==> config.mk <==
export PLATFORM = sky130hd
export DESIGN_NAME = gamma_lut_loader_flat
export DESIGN_NICKNAME = d
export VERILOG_FILES = /design/src/rtl/gamma_lut_loader_if.sv /design/src/rtl/gamma_lut_loader.sv /design/src/flat_wrapper.sv
export SDC_FILE = /design/constraint.sdc
export NUM_CORES = 1
export LEC_CHECK = 0
export BUFFER_PORTS_ARGS = -buffer_cell sky130_fd_sc_hd__buf_2
export CORE_MARGIN = 2
export CORE_UTILIZATION = 27
export DETAILED_ROUTE_END_ITERATION = 10
export PLACE_DENSITY = 0.43
export SLEW_MARGIN = 10
export SYNTH_ARGS = -nofsm -noshare
export SYNTH_HDL_FRONTEND = slang
export SYNTH_SLANG_ARGS = --single-unit
==> constraint.sdc <==
create_clock -name clk -period 2.79 [get_ports clk]
set_input_delay 0.558 -clock clk [delete_from_list [all_inputs] [get_ports clk]]
set_output_delay 0.558 -clock clk [all_outputs]
set_load 0.02 [all_outputs]
==> src/rtl/gamma_lut_loader_if.sv <==
// Valid/ready stream carrying LUT words from the host source into gamma_lut_loader.
// master = word source, slave = loader.
interface gamma_lut_loader_if #(
  parameter int unsigned DATA_WIDTH = 8
);
  logic                  src_valid;
  logic [DATA_WIDTH-1:0] src_data;
  logic                  src_ready;

  modport master (output src_valid, output src_data, input src_ready);
  modport slave  (input src_valid, input src_data, output src_ready);
endinterface

==> src/rtl/gamma_lut_loader.sv <==
// Runtime reload sequencer for the gamma corrector LUTs: bypass, drain, stream 2^DATA_WIDTH words per plane.
// Optional watchdog on a stalled source: define GAMMA_LDR_TIMEOUT_EN.
module gamma_lut_loader #(
  parameter int unsigned DATA_WIDTH   = 8,
  parameter int unsigned NUMCP        = 3,
  parameter int unsigned DRAIN_CYCLES = 4,
  parameter int unsigned TIMEOUT      = 1024
) (
  input  logic                  clk,
  input  logic                  rstn,
  input  logic                  load_req,
  input  logic [NUMCP-1:0]      cp_mask,
  input  logic                  abort,
  gamma_lut_loader_if.slave     src,
  output logic                  gcen,
  output logic [NUMCP-1:0]      lut_wren,
  output logic [DATA_WIDTH-1:0] lut_val,
  output logic                  busy,
  output logic                  done,
  output logic                  err
);

  localparam int unsigned          CW         = DATA_WIDTH + 1;
  localparam logic [CW-1:0]        LAST_WORD  = CW'((1 << DATA_WIDTH) - 1);
  localparam int unsigned          DCW        = ($clog2(DRAIN_CYCLES) > 0) ? $clog2(DRAIN_CYCLES) : 1;
  localparam logic [DCW-1:0]       DRAIN_LAST = DCW'(DRAIN_CYCLES - 1);

  typedef enum logic [2:0] {IDLE, DRAIN, SEL, LOAD, FIN} state_t;

  state_t           state, state_nxt;
  logic [NUMCP-1:0] mask_q, plane_q, low_bit;
  logic [CW-1:0]    word_cnt;
  logic [DCW-1:0]   drain_cnt;
  logic             accept, last_beat, start, kill, timeout_hit;

`ifdef GAMMA_LDR_TIMEOUT_EN
  localparam int unsigned TW = ($clog2(TIMEOUT) > 0) ? $clog2(TIMEOUT) : 1;
  logic [TW-1:0] stall_cnt;

  always_ff @(posedge clk or negedge rstn) begin
    if (!rstn)                              stall_cnt <= '0;
    else if (state != LOAD || src.src_valid) stall_cnt <= '0;
    else                                    stall_cnt <= stall_cnt + TW'(1);
  end

  assign timeout_hit = (state == LOAD) && !src.src_valid && (stall_cnt == TW'(TIMEOUT - 1));
`else
  assign timeout_hit = 1'b0;
`endif

  always_ff @(posedge clk or negedge rstn) begin
    if (!rstn) state <= IDLE;
    else       state <= state_nxt;
  end

  always_comb begin
    state_nxt     = state;
    src.src_ready = (state == LOAD);
    busy          = (state != IDLE);
    low_bit       = mask_q & (~mask_q + NUMCP'(1));
    accept        = (state == LOAD) && src.src_valid;
    last_beat     = accept && (word_cnt == LAST_WORD);
    start         = (state == IDLE) && load_req && (cp_mask != '0);
    kill          = (state != IDLE) && (abort || timeout_hit);
    case (state)
      IDLE:    if (start) state_nxt = DRAIN;
      DRAIN:   if (drain_cnt == DRAIN_LAST) state_nxt = SEL;
      SEL:     state_nxt = LOAD;
      LOAD:    if (last_beat) state_nxt = (mask_q != '0) ? SEL : FIN;
      FIN:     state_nxt = IDLE;
      default: state_nxt = IDLE;
    endcase
    // Abort/timeout wins over every transition, including FIN's completion.
    if (kill) state_nxt = IDLE;
  end

  always_ff @(posedge clk or negedge rstn) begin
    if (!rstn) begin
      gcen      <= 1'b1;
      lut_wren  <= '0;
      lut_val   <= '0;
      done      <= 1'b0;
      err       <= 1'b0;
      mask_q    <= '0;
      plane_q   <= '0;
      word_cnt  <= '0;
      drain_cnt <= '0;
    end else begin
      done     <= 1'b0;
      lut_wren <= '0;
      if (start) begin
        mask_q    <= cp_mask;
        err       <= 1'b0;
        gcen      <= 1'b0;
        drain_cnt <= '0;
      end
      if (state == IDLE && load_req && cp_mask == '0) done <= 1'b1;
      if (state == DRAIN) drain_cnt <= drain_cnt + DCW'(1);
      if (state == SEL) begin
        plane_q  <= low_bit;
        mask_q   <= mask_q & ~low_bit;
        word_cnt <= '0;
      end
      if (accept && !kill) begin
        word_cnt <= word_cnt + CW'(1);
        lut_wren <= plane_q;
        lut_val  <= src.src_data;
      end
      // gcen stays low after an abort: the LUT contents are only partially written.
      if (state == FIN && !kill) begin
        gcen <= 1'b1;
        done <= 1'b1;
      end
      if (kill) err <= 1'b1;
    end
  end

endmodule

==> src/flat_wrapper.sv <==
// flat-port wrapper written by rule: the top's interface ports become plain ports
module gamma_lut_loader_flat 
#(
  parameter int unsigned DATA_WIDTH   = 8,
  parameter int unsigned NUMCP        = 3,
  parameter int unsigned DRAIN_CYCLES = 4,
  parameter int unsigned TIMEOUT      = 1024
)
  (clk, rstn, load_req, cp_mask, abort, gcen, lut_wren, lut_val, busy, done, err, src_src_valid, src_src_data, src_src_ready);
  gamma_lut_loader_if #(.DATA_WIDTH(DATA_WIDTH)) src_i ();
  input  logic clk;
  input  logic rstn;
  input  logic load_req;
  input  logic [NUMCP-1:0] cp_mask;
  input  logic abort;
  output logic gcen;
  output logic [NUMCP-1:0] lut_wren;
  output logic [DATA_WIDTH-1:0] lut_val;
  output logic busy;
  output logic done;
  output logic err;
  input wire logic [$bits(src_i.src_valid)-1:0] src_src_valid;
  input wire logic [$bits(src_i.src_data)-1:0] src_src_data;
  output wire logic [$bits(src_i.src_ready)-1:0] src_src_ready;
  assign src_i.src_valid = src_src_valid;
  assign src_i.src_data = src_src_data;
  assign src_src_ready = src_i.src_ready;
  gamma_lut_loader #(.DATA_WIDTH(DATA_WIDTH), .NUMCP(NUMCP), .DRAIN_CYCLES(DRAIN_CYCLES), .TIMEOUT(TIMEOUT)) u_core (.clk(clk), .rstn(rstn), .load_req(load_req), .cp_mask(cp_mask), .abort(abort), .src(src_i), .gcen(gcen), .lut_wren(lut_wren), .lut_val(lut_val), .busy(busy), .done(done), .err(err));
endmodule
**Word level (Yosys, flattened, before mapping)**

Cells that the tools add are included.

- Flip-flop bits (word level): 34
- Bits in latches: 0
- Bits in writable memories: 0
- ROM bits: 0
- Input port bits: 16
- Output and inout port bits: 16
- Logic and storage cells: 64
- Memories kept: 0

- Add/sub/neg operators: 3
- Multipliers: 0
- Div/mod/pow operators: 0
- Magnitude comparators: 0
- Equality and inequality tests: 9
- Shift-type cells: 0
- Multiplexer cells: 18
- Bitwise logic cells: 4
- Reductions and logical operators: 20

Operators with widths:

| operator | count |
|---|---|
| two-way mux 3 bit | 8 |
| two-way mux 9 bit | 2 |
| case mux 3 bit (4 select lines) | 1 |
| nonzero test 2 bit | 5 |
| adder 9 x 1 -> 9 bit, second input constant | 1 |
| equality test 9 x 8 -> 1 bit, second input constant | 1 |
| != test 3 x 1 -> 1 bit, second input constant | 3 |
| nonzero test 3 bit | 3 |
| logical AND 1 bit | 8 |
| bitwise AND 3 bit | 2 |
| equality test 3 x 2 -> 1 bit, second input constant | 2 |
| logical NOT 3 bit | 2 |
| NOT 3 bit | 2 |
| two-way mux 1 bit | 5 |
| two-way mux 2 bit | 2 |
| adder 3 x 1 -> 3 bit, second input constant | 1 |
| equality test 3 x 1 -> 1 bit, second input constant | 1 |
| equality test 3 bit, second input constant | 1 |
| AND reduction 3 bit | 1 |
| adder 2 x 1 -> 2 bit, second input constant | 1 |
| equality test 2 bit, second input constant | 1 |
| logical NOT 1 bit | 1 |

**Logic depth before layout (Yosys ltp)**

Gate-level depths: netlist of run 1.

- Word-level depth: 6
- Depth in mapped cells: 7
- Mapped depth without buffers: 7

**Least setup slack after synthesis of run 1**

No wires, ideal clock.

- Path type: register -> output
- Start: reg u_core.state[1]
- End: out src_src_ready
- Data arrival time: 0.981 ns
- Data required time: 2.232 ns
- Path slack: 1.251 ns
- Stages on the path, launching flop included: 4
- Path buffers: 1
- Cells stage by stage: dfrtp_1 -> clkbuf_1 -> nand2_1 -> nor2_1

- Cells in the longest elaborated chain, start to end: 1

RTL lines:

| element | RTL line | text |
|---|---|---|
| start, declared | gamma_lut_loader.sv:30 | `state_t state, state_nxt;` |
| start signal, assigned | gamma_lut_loader.sv:53 | `else state <= state_nxt;` |
| equality test 3 x 2 -> 1 bit | gamma_lut_loader.sv:58 | `src.src_ready = (state == LOAD);` |
| end, declared | flat_wrapper.sv:24 | `output wire logic [$bits(src_i.src_ready)-1:0] src_src_ready;` |

No other way between the ends.

**Worst setup path after layout of run 1**

- Start: reg u_core.state[0]
- End: out busy

- Cells in the longest elaborated chain, start to end: 1

RTL lines:

| element | RTL line | text |
|---|---|---|
| nonzero test 3 bit | gamma_lut_loader.sv:59 | `busy = (state != IDLE);` |
| end, declared | flat_wrapper.sv:19 | `output logic busy;` |

No other way between the ends.

==> summary.txt, run 1 <==
Status
  – Result of the run: finished clean

Timing
  – RSZ-0062 raised after global routing: false
  – Setup TNS Final: 0 ns
  – Final worst path period need: roughly 2.0 ns
  – Slew @ Worst Pin: 0.770 ns
  – Tcrit/Tclk final: around 73%
  – Max Freq: just under 500 MHz
  – Setup violators final: 0
  – Relative slew margins: between 40% and 50%
  – Pins Over Slew Limit: 0
  – Hold Vio Cnt, Final: 0
  – Clock Skew: around 0.0056 ns

CTS
  – Clock Path Buffers: 2
  – Cts bufs inserted: 5
  – CTS Hold Bufs: 0
  – H-tree depth: 2
  – # resized after CTS: 0
  – Clock Latency Late Sink: approximately 0.28 ns
  – CTS clk-pin slew, worst paths: 0.07 ns
  – Root buffer cell: clkbuf_8
  – CTS Sinks: 34
  – CTS tree: yes
  – Total setup buffers inserted after CTS: 0

Worst setup path
  – Worst path required time: between 2 and 2.5 ns
  – Worst endpoint data arrival time: between 1 and 1.5 ns
  – Worst R2R Path Depth: 3
  – Reg2Reg Setup Slack: approximately 1.0 ns
  – Worst R2R End: u_core.mask_q[2]
  – Max Fanout on Critical Path: 13
  – Crit Reg-Reg Startpoint: u_core.state[1]
  – Critical path class: reg -> out
  – Startpoint types: register
  – Crit end category: primary output

Layout
  – Share of cells above drive strength 1: between 30% and 40%
  – Area of the multi-input gates: around 740 µm²
  – Design Area, Final: 1950 µm²
  – Nets: approximately 190
  – P&R area growth vs syn: 18.0%
  – FF/Latch Area: 852 µm²
  – Final core occ: 32.9%
  – FILL cells: ~600
  – Antenna diode count: 0

Pwr
  – Final Power: ~1.6 mW
  – Peak supply drop: a little over 0.4 mV
  – PD cells: 830 nW/µm²
  – Leak: between 0.9 and 1 nW

Synth
  – Cell Area, Synth: between 1500 and 2000 µm²
  – Adder-Cell Fraction of Synth Area: 2.28%
  – Distinct cells, synth: 42
  – Cell count after synthesis: ~140
  – Syn Nets: roughly 160
  – Simple-Gate Fraction of Synth Area: a little under a fifth
  – Ys async rst share: 100%
  – Compound-Gate Fraction of Synth Area: around 14%
  – Ys Warns: 0
  – Largest family of logic cells by synthesized area: simple AND/OR/NAND/NOR gates
  – Register area share after synthesis: between 50% and 60%
  – Mean area per synthesized cell: ~12 µm²
  – Flops & latches, synth: 34
  – Top_reg_cell synth: dfrtp_1
  – Mux contribution to synthesized area: under 10%
  – Synth Area in XOR/XNOR: 0%
  – EDFF count, synth: 0

GRT
  – Met3 usage: roughly 3.9%
  – Vias in the first global route: approximately 1100
  – Largest net degree at the start of global routing: 35
  – First-pass GRT wire length: approximately 5600 µm
  – GR Layer Usage met2: between 15 and 20%
  – Initial antenna violation count: 0
  – Top Usage Layer GRT: met2
  – Total Routing Usage GR: between 10% and 20%
  – Grt met1 use: between 10 and 15%
  – Total grt overflow: 0

Hold path
  – Hold crit path type: in -> async

Route
  – Number of DRC markers in iteration 0: 48
  – Antenna-violating nets left: 0
  – Detailed Route WL: 3500 µm
  – DRC errors left: 0
  – Vias per cell: approximately 4.9
  – Iteration count of the initial detailed-routing pass: 4
  – WL per Instance: around 14 µm
  – Via count: about 1200

Floorplan
  – Area of the core: 5920 µm²
  – Initial core utilization: between 20% and 30%
  – Die width: ~80 µm
  – Die Y: just over 80 µm
  – I/O pins: 32
  – # rows: 28
  – Die area: 6750 µm²

Placement
  – Detailed Place HPWL: 2440 µm
  – IO buf count: 31
  – Gp weighted congestion: between 0.6 and 0.7
  – Area after DPL: between 1500 and 2000 µm²

Job
  – Max Cap Viol: 0
==> final cells by class <==
| type | count | area share [%] |
|---|---|---|
| Sequential cell | 34 | 43.8 |
| Multi-Input combinational cell | 98 | 37.9 |
| Timing Repair Buffer | 32 | 8.36 |
| Tap cell | 75 | 4.82 |
| Clock buffer | 7 | 4.44 |
| Inverter | 2 | 0.386 |
| Clock inverter | 1 | 0.257 |
==> layout by cell type, fill, tap and decap left out, types with 3 or more instances in the layout <==
| cell type | netlist | final |
|---|---|---|
| dfrtp_1 | 33 | 33 |
| o211ai_1 | 4 | 4 |
| nand2_1 | 12 | 12 |
| a21oi_1 | 3 | 3 |
| o21ai_1 | 3 | 3 |
| o21ai_0 | 3 | 3 |
| buf_2 | 4 | 31 |
| nand3_1 | 4 | 4 |
| o31ai_1 | 3 | 3 |
| mux2_4 | 8 | 8 |
| nand2b_1 | 4 | 4 |
| a31oi_1 | 8 | 8 |
| clkbuf_8 | 0 | 6 |
| nor2_1 | 3 | 3 |
| ha_1 | 3 | 3 |
| and3_1 | 8 | 8 |
| nor3_1 | 3 | 3 |
==> cells in the mapped netlist (all sizes together), types with 2 or more instances <==
| master | instances | share of area [%] |
|---|---|---|
| a21oi | 3 | 0.91 |
| a31o | 2 | 1.1 |
| a31oi | 8 | 3.0 |
| a32o | 2 | 1.2 |
| a41oi | 2 | 1.1 |
| and2 | 2 | 0.76 |
| and3 | 8 | 3.0 |
| buf | 7 | 3.0 |
| clkbuf | 2 | 0.46 |
| dfrtp | 33 | 50 |
| ha | 3 | 2.3 |
| inv | 2 | 0.46 |
| mux2 | 10 | 8.6 |
| mux2i | 2 | 1.2 |
| nand2 | 13 | 3.9 |
| nand2b | 4 | 1.5 |
| nand3 | 4 | 1.2 |
| nand3b | 2 | 0.91 |
| nor2 | 3 | 0.68 |
| nor3 | 3 | 0.91 |
| o211ai | 4 | 1.8 |
| o21ai | 6 | 1.8 |
| o31ai | 3 | 1.4 |
| or3b | 2 | 1.1 |
| or4b | 2 | 1.2 |
==> worst max-delay path, cell delays in order (launching register included) <==
cell and delay, ns:
dfrtp_1 0.50, or3_1 0.50, buf_2 0.20
==> kinds of logic after synthesis <==
logic type | count (synthesis)
compound gates | 34
fa+ha+maj | 3
buf+inv | 11
flops | 34
mux | 12
simple gates | 49
==> worst max-delay path by stage <==
stage	endpoint	startpoint	slack [ns]	cells past startpoint
after floorplan	src_src_ready	u_core.state[1]	1.25	3
after global placement	u_core.lut_val[5]	abort	0.99	5
after detailed placement	u_core.lut_val[1]	abort	0.96	5
after CTS	busy	u_core.state[0]	0.73	2
after global routing	busy	u_core.state[0]	0.66	2
final	busy	u_core.state[0]	0.75	2
==> sequential cells by signal (all words and copies together), names as in the netlist <==
signal,count
u_core.drain_cnt,2
u_core.gcen,1
u_core.state,3
u_core.plane_q,3
u_core.mask_q,3
u_core.lut_val,8
u_core.lut_wren,3
u_core.word_cnt,9
u_core.done,1
u_core.err,1
==> metal layers <==
metal	part of all wire [%]	up-vias	wire length, µm
met5	0	-	0
met4	1.4	0	49
met3	3.8	5	133
met2	49	19	1700
met1	46	597	1610
li1	-	590	-
==> per-stage QoR <==
stage                     setup slack [ns]  instances  hold WS (ns)
after floorplan                       1.25        143         0.262
after global placement               0.994        241         0.463
after detailed placement             0.958        241         0.471
after CTS                            0.730        249         0.378
after global routing                 0.662        249         0.409
final                                0.755        249         0.347
==> where the power goes <==
group	switching (mW)	total, mW	internal, mW
Clock	0.174	0.374	0.199
Combinational	0.254	0.489	0.235
Sequential	0.118	0.753	0.635
Total	0.546	1.61	1.07
No activity file was read; power rests on OpenSTA's default activity.
==> run 2: changes to the inputs <==
- ABC_AREA: unset -> 1
- PLACE_DENSITY: 0.43 -> 0.45
- clock period: 2.79 -> 1.8 ns (I/O delays scaled with it)
==> summary.txt, run 2 <==
GRT
  – Total Routing Usage GR: 11.9% (+0.54 points)
  – Largest net degree at the start of global routing: 35 (unchanged)
  – First-pass GRT wire length: 5950 µm (+6.2%)
  – Vias in the first global route: 1329 (+17%)
  – Initial antenna violation count: 0 (unchanged)
  – Total grt overflow: 0 (unchanged)

Synth
  – Area leader, netlist: dfrtp_1
  – Ys async rst share: 100% (unchanged)
  – Syn Nets: 208 (+28%)
  – EDFF count, synth: 0 (unchanged)
  – Distinct cells, synth: 26 (-38%)
  – Ys Warns: 0 (unchanged)
  – Synth top area cells: dfrtp_1 (52%), nand2_1 (14%), nand3_1 (6.0%)
  – Flops & latches, synth: 34 (unchanged)
  – Cell Area, Synth: 1590 µm² (-3.6%)
  – Synth top cells by count: nand2_1 (60), dfrtp_1 (33), inv_1 (21)
  – Top_reg_cell synth: dfrtp_1
  – Register area share after synthesis: 53.6% (+2.0 points)
  – Synth top area share: 52.0% (+1.9 points)
  – Top-count cell post-synth: nand2_1
  – Mean area per synthesized cell: 8.41 µm² (-27%)
  – Cell count after synthesis: 189 (+32%)

Floorplan
  – Die width: 80.7 µm (-1.7%)
  – # rows: 27 (-3.6%)
  – Initial core utilization: 28.3% (+0.48 points)
  – Area of the core: 5610 µm² (-5.3%)
  – Die area: 6510 µm² (-3.5%)
  – I/O pins: 32 (unchanged)
  – Die Y: 80.7 µm (-1.7%)

Worst setup path
  – Startpoint types: register
  – Reg2Reg Setup Slack: 0.07 ns (-0.97 ns)
  – Worst endpoint data arrival time: 1.38 ns (-0.10 ns)
  – Critical path class: reg -> out
  – Max Fanout on Critical Path: 7 (-6)
  – Worst path required time: 1.44 ns (-0.79 ns)
  – Worst R2R Path Depth: 13 (+10)
  – Crit Reg-Reg Startpoint: u_core.word_cnt[1]
  – Crit end category: primary output
  – Worst R2R End: u_core.state[0]

Layout
  – FF/Latch Area: 852 µm² (unchanged)
  – Design Area, Final: 1970 µm² (+1.5%)
  – Antenna diode count: 0 (unchanged)
  – Most frequent cells in the layout: nand2_1 (59), dfrtp_1 (33), buf_2 (31)
  – Area of the multi-input gates: 646 µm² (-13%)
  – Final core occ: 35.2% (+2.3 points)
  – Most flops, register: u_core.word_cnt
  – FILL cells: 621 (+3.7%)
  – Post-Layout Cell Count: 305 (+22%)
  – Top Registers: u_core.word_cnt x9, u_core.lut_val x8
  – Share of cells above drive strength 1: 26.2% (-4.9 points)
  – Nets: 251 (+31%)
  – Commonest non-fill, non-tap cell in the layout: nand2_1
  – P&R area growth vs syn: 24.3%
  – Number of flip-flops in the largest register: 9 (unchanged)

Pwr
  – Final Power: 2.54 mW (+57%)
  – PD cells: 1280 nW/µm² (+55%)
  – Leak: 1.02 nW (+6.9%)
  – Peak supply drop: 0.575 mV (+39%)

Route
  – Iteration count of the initial detailed-routing pass: 5 (+1)
  – Number of DRC markers in iteration 0: 80 (+67%)
  – Detailed Route WL: 3450 µm (-1.2%)
  – Met2 wire length: 1580 µm (-6.9%)
  – Via count: 1369 (+13%)
  – Top Metal Used: met4
  – Antenna-violating nets left: 0 (unchanged)
  – Met1 WL: 1600 µm (-0.62%)
  – Vias per cell: 4.49 (-7.7%)
  – Metal3 WL: 241 µm (+81%)
  – DRC errors left: 0 (unchanged)
  – WL per Instance: 11.3 µm (-19%)

Timing
  – Pins Over Slew Limit: 0 (unchanged)
  – Setup violators final: 0 (unchanged)
  – Max Freq: about 570 MHz
  – Slew @ Worst Pin: 0.449 ns (-0.320 ns)
  – Clock Skew: 0.00630 ns (+0.000748 ns)
  – Relative slew margins: 70.0% (+21 points)
  – Final worst path period need: roughly 1.7 ns
  – Tcrit/Tclk final: 96.7%
  – RSZ-0062 raised after global routing: true
  – Hold Vio Cnt, Final: 0 (unchanged)
  – Setup TNS Final: 0 ns (unchanged)

CTS
  – Cts bufs inserted: 5 (unchanged)
  – Clock Path Buffers: 2 (unchanged)
  – CTS Sinks: 34 (unchanged)
  – H-tree depth: 2 (unchanged)
  – CTS tree: yes
  – Root buffer cell: clkbuf_8
  – CTS clk-pin slew, worst paths: 0.08 ns (about the same)
  – CTS Hold Bufs: 0 (unchanged)
  – Clock Latency Late Sink: 0.28 ns (about the same)

Status
  – Result of the run: finished clean

Placement
  – Area after DPL: 1850 µm² (-0.34%)
  – IO buf count: 31 (unchanged)
  – Detailed Place HPWL: 2410 µm (-1.2%)
  – DP Cell Count: 294 (+22%)
  – Gp weighted congestion: 0.735 (+7.8%)

Job
  – Max Cap Viol: 0 (unchanged)

Hold path
  – Hold crit path type: in -> async
[run 2: area by class of cell]
type	count	share of cell area, %
multi-input cells	130	32.7
repair buffers	38	10.5
flip-flops and latches	34	43.2
clock inverters	1	0.253
well taps	72	4.56
clock buffers	7	4.37
inverters	23	4.44
[run 2: worst max-delay path by stage]
stage	from	to	slack (ns)	cells past startpoint
floorplan	u_core.word_cnt[0]	u_core.state[0]	0.20	13
global placement	u_core.word_cnt[0]	u_core.state[0]	0.12	13
detailed placement	u_core.word_cnt[0]	u_core.state[0]	0.10	13
CTS	u_core.state[0]	busy	0.07	3
global route	u_core.word_cnt[0]	u_core.state[0]	-0.10	13
finish	u_core.state[0]	busy	0.06	3
[run 2: kinds of logic (layout without fill, tap and decap cells)]
| kind of cell | count (synthesis) | after routing | synth area share, % |
|---|---|---|---|
| buf+inv | 25 | 69 | 6.53 |
| xor+xnor | 1 | 1 | 0.551 |
| flops | 34 | 34 | 53.6 |
| compound gates | 21 | 21 | 7.32 |
| fa+ha+maj | 3 | 3 | 2.36 |
| simple gates | 105 | 105 | 29.6 |
[run 2: report_power, final]
| part | internal, mW | leakage [nW] | switching (mW) |
|---|---|---|---|
| Sequential | 0.954 | 0.450 | 0.120 |
| Combinational | 0.307 | 0.522 | 0.554 |
| Clock | 0.309 | 0.0482 | 0.290 |
| Total | 1.57 | 1.02 | 0.965 |
[run 2: critical path, stage by stage, from the launching register on]
cell and delay [ns]:
dfrtp_1 0.47, nor2_1 0.24, nand2_1 0.18, buf_2 0.20
[run 2: through the flow]
step / hold WS (ns) / setup WS [ns]
detailed placement: 0.428 / 0.103
finish: 0.104 / 0.0600
global placement: 0.425 / 0.122
CTS: 0.112 / 0.0688
floorplan: 0.0644 / 0.200
global route: 0.153 / -0.103
[run 2: per-layer routing]
layer | vias up | global-route usage [%]
met4 | 0 | 3.56
met5 | - | 0
met2 | 39 | 19.2
met3 | 4 | 3.93
met1 | 635 | 15.1
li1 | 691 | -
[run 2: repair_timing]
item	in CTS	in global routing
endpoints found under the setup margin	0	4
gates resized for setup	0	6
setup buffers	0	3
==> run 3: changes to the inputs <==
- BUFFER_PORTS_ARGS: -buffer_cell sky130_fd_sc_hd__buf_2 -> -buffer_cell sky130_fd_sc_hd__buf_4
- PLACE_DENSITY: 0.45 -> unset
- PLACE_DENSITY_LB_ADDON: unset -> 0.12
==> summary.txt, run 3 (synthesis results as in run 2) <==
CTS
  – H-tree depth: 2 (unchanged)
  – CTS Sinks: 34 (unchanged)
  – Root buffer cell: clkbuf_8
  – Clock Latency Late Sink: 0.29 ns (about the same)
  – CTS tree: yes
  – Cts bufs inserted: 5 (unchanged)
  – Clock Path Buffers: 2 (unchanged)
  – CTS clk-pin slew, worst paths: 0.07 ns (about the same)

Worst setup path
  – Critical path launch point: u_core.word_cnt[0]
  – Worst path required time: 1.98 ns (+0.54 ns)
  – Worst R2R End: u_core.state[0]
  – Crit Reg-Reg Startpoint: u_core.word_cnt[0]
  – Critical path class: reg -> reg
  – Max Fanout on Critical Path: 4 (-3)
  – Worst R2R Path Depth: 13 (unchanged)
  – Startpoint types: register
  – Worst endpoint data arrival time: 1.88 ns (+0.50 ns)
  – Crit end category: register
  – Reg2Reg Setup Slack: 0.11 ns (+0.04 ns)

Timing
  – Hold Slack: 0.0146 ns (-0.0890 ns)
  – Final worst path period need: 1.69 ns (-0.0473 ns)
  – Setup violators final: 0 (unchanged)
  – Max Freq: 591 MHz (+2.8%)
  – Slew @ Worst Pin: 0.448 ns (-0.000992 ns)
  – Relative slew margins: 70.1% (about the same)
  – RSZ-0062 raised after global routing: true
  – Hold Vio Cnt, Final: 0 (unchanged)
  – Tcrit/Tclk final: 94.0% (-2.6 points)
  – Clock Skew: 0.00450 ns (-0.00180 ns)
  – Pins Over Slew Limit: 0 (unchanged)

GRT
  – Vias in the first global route: 1251 (-5.9%)
  – Total Routing Usage GR: 12.0% (+0.14 points)
  – Initial antenna violation count: 0 (unchanged)
  – Total grt overflow: 0 (unchanged)
  – First-pass GRT wire length: 5860 µm (-1.6%)
  – Largest net degree at the start of global routing: 35 (unchanged)

Route
  – DRC errors left: 0 (unchanged)
  – Detailed Route WL: 3470 µm (+0.49%)
  – Iteration count of the initial detailed-routing pass: 4 (-1)
  – Number of DRC markers in iteration 0: 67 (-16%)
  – WL per Instance: 11.5 µm (+1.2%)
  – Antenna-violating nets left: 0 (unchanged)
  – Via count: 1316 (-3.9%)
  – Vias per cell: 4.34 (-3.2%)

Hold path
  – Hold crit path type: in -> async

Layout
  – Most flops, register: u_core.word_cnt
  – Most frequent cells in the layout: nand2_1 (59), buf_4 (36), dfrtp_1 (33)
  – Antenna diode count: 0 (unchanged)
  – Nets: 249 (-0.80%)
  – Area of the multi-input gates: 653 µm² (+1.2%)
  – Top Registers: u_core.word_cnt x9, u_core.lut_val x8
  – FILL cells: 607 (-2.3%)
  – Commonest non-fill, non-tap cell in the layout: nand2_1
  – Post-Layout Cell Count: 303 (-0.66%)
  – Number of flip-flops in the largest register: 9 (unchanged)
  – FF/Latch Area: 852 µm² (unchanged)
  – Share of cells above drive strength 1: 26.8% (+0.66 points)
  – Final core occ: 36.5% (+1.3 points)
  – P&R area growth vs syn: 28.9%

Pwr
  – PD cells: 1270 nW/µm² (-0.74%)
  – Internal power: 1.63 mW (+3.5%)
  – Switching share of total power: 37.7% (-0.34 points)
  – Comb pwr share: 35.5% (+1.5 points)
  – Sequential share of power: 41.5% (-0.9 points)
  – Clock power frac: 23.1% (-0.5 points)
  – Peak supply drop: 0.321 mV (-44%)
  – Sw power: 0.984 mW (+2.0%)
  – Leak: 1.03 nW (+0.63%)

Job
  – Max Cap Viol: 0 (unchanged)

Placement
  – Gp weighted congestion: 0.744 (+1.2%)
  – Detailed Place HPWL: 2520 µm (+4.5%)
  – IO buf count: 31 (unchanged)
  – DP Cell Count: 294 (unchanged)

Status
  – Result of the run: finished clean

Floorplan
  – Initial core utilization: 28.3% (unchanged)
  – Die width: 80.7 µm (unchanged)
  – Area of the core: 5610 µm² (unchanged)
  – # rows: 27 (unchanged)
  – Die area: 6510 µm² (unchanged)
  – Die Y: 80.7 µm (unchanged)
  – I/O pins: 32 (unchanged)
-- run 3: cell types whose count changed in the layout (fill, tap and decap cells not counted) --
cell,previous run,this run
buf_2,31,0
buf_4,7,36
clkbuf_1,1,0
clkinvlp_4,0,1
nor2_1,12,11
nor2_2,2,3
nor3_1,2,1
nor3_2,1,2
-- run 3: critical path, cell delays in order (launching register included) --
cell and delay (ns):
dfrtp_1 0.39, ha_2 0.20, nand4_1 0.12, nor2_1 0.11
nand2_1 0.08, nor2_2 0.08, ha_2 0.18, nand2_2 0.06
inv_2 0.04, nor2_1 0.03, nor2_1 0.08, nand2_1 0.08
nand3_1 0.07, nand2_1 0.05
-- run 3: power groups by stage --
stage          sequential (mW)  clock (mW)  combinational (mW)
5_1_grt                   1.11       0.658                1.05
3_5_place_dp              1.09           0               0.923
4_1_cts                   1.08       0.623               0.927
3_3_place_gp              1.09           0               0.929
6_report                  1.08       0.603               0.926
2_1_floorplan             1.17           0               0.486
-- run 3: timing repair --
item,CTS,global route
setup buffers,0,1
resized for setup,0,8
hold endpoints to repair,0,0
hold buffers,0,0
endpoints found under the setup margin,0,4
-- run 3: area by class of cell --
type / count / area share [%]
Clock buffer: 6 / 4.03
Clock inverter: 2 / 0.611
Inverter: 23 / 4.28
Multi-Input combinational cell: 130 / 31.9
Sequential cell: 34 / 41.6
Tap cell: 72 / 4.40
Timing Repair Buffer: 36 / 13.2
-- run 3: worst max path at each step --
stage / to / slack, ns / cells after the start
after floorplan: u_core.state[0] / 0.20 / 13
after global placement: u_core.state[0] / 0.13 / 13
after detailed placement: u_core.state[0] / 0.12 / 13
after CTS: busy / 0.02 / 3
after global routing: u_core.state[0] / -0.04 / 13
final: u_core.state[0] / 0.11 / 13
-- run 3: metrics by stage --
step	cell area (µm²)	worst slack [ns]	total power [mW]	TNS, ns
global route	2050	-0.0389	2.82	-0.0772
global placement	1930	0.127	2.02	0
detailed placement	1930	0.116	2.02	0
floorplan	1590	0.200	1.66	0
CTS	2020	0.0177	2.63	0
finish	2050	0.107	2.61	0
-- run 3: layer usage --
metal	track usage (%)	routed length, µm	up-vias
met4	4.58	43	0
met2	18.8	1660	21
li1	-	-	689
met5	0	0	-
met3	4.04	153	5
met1	15.3	1610	601
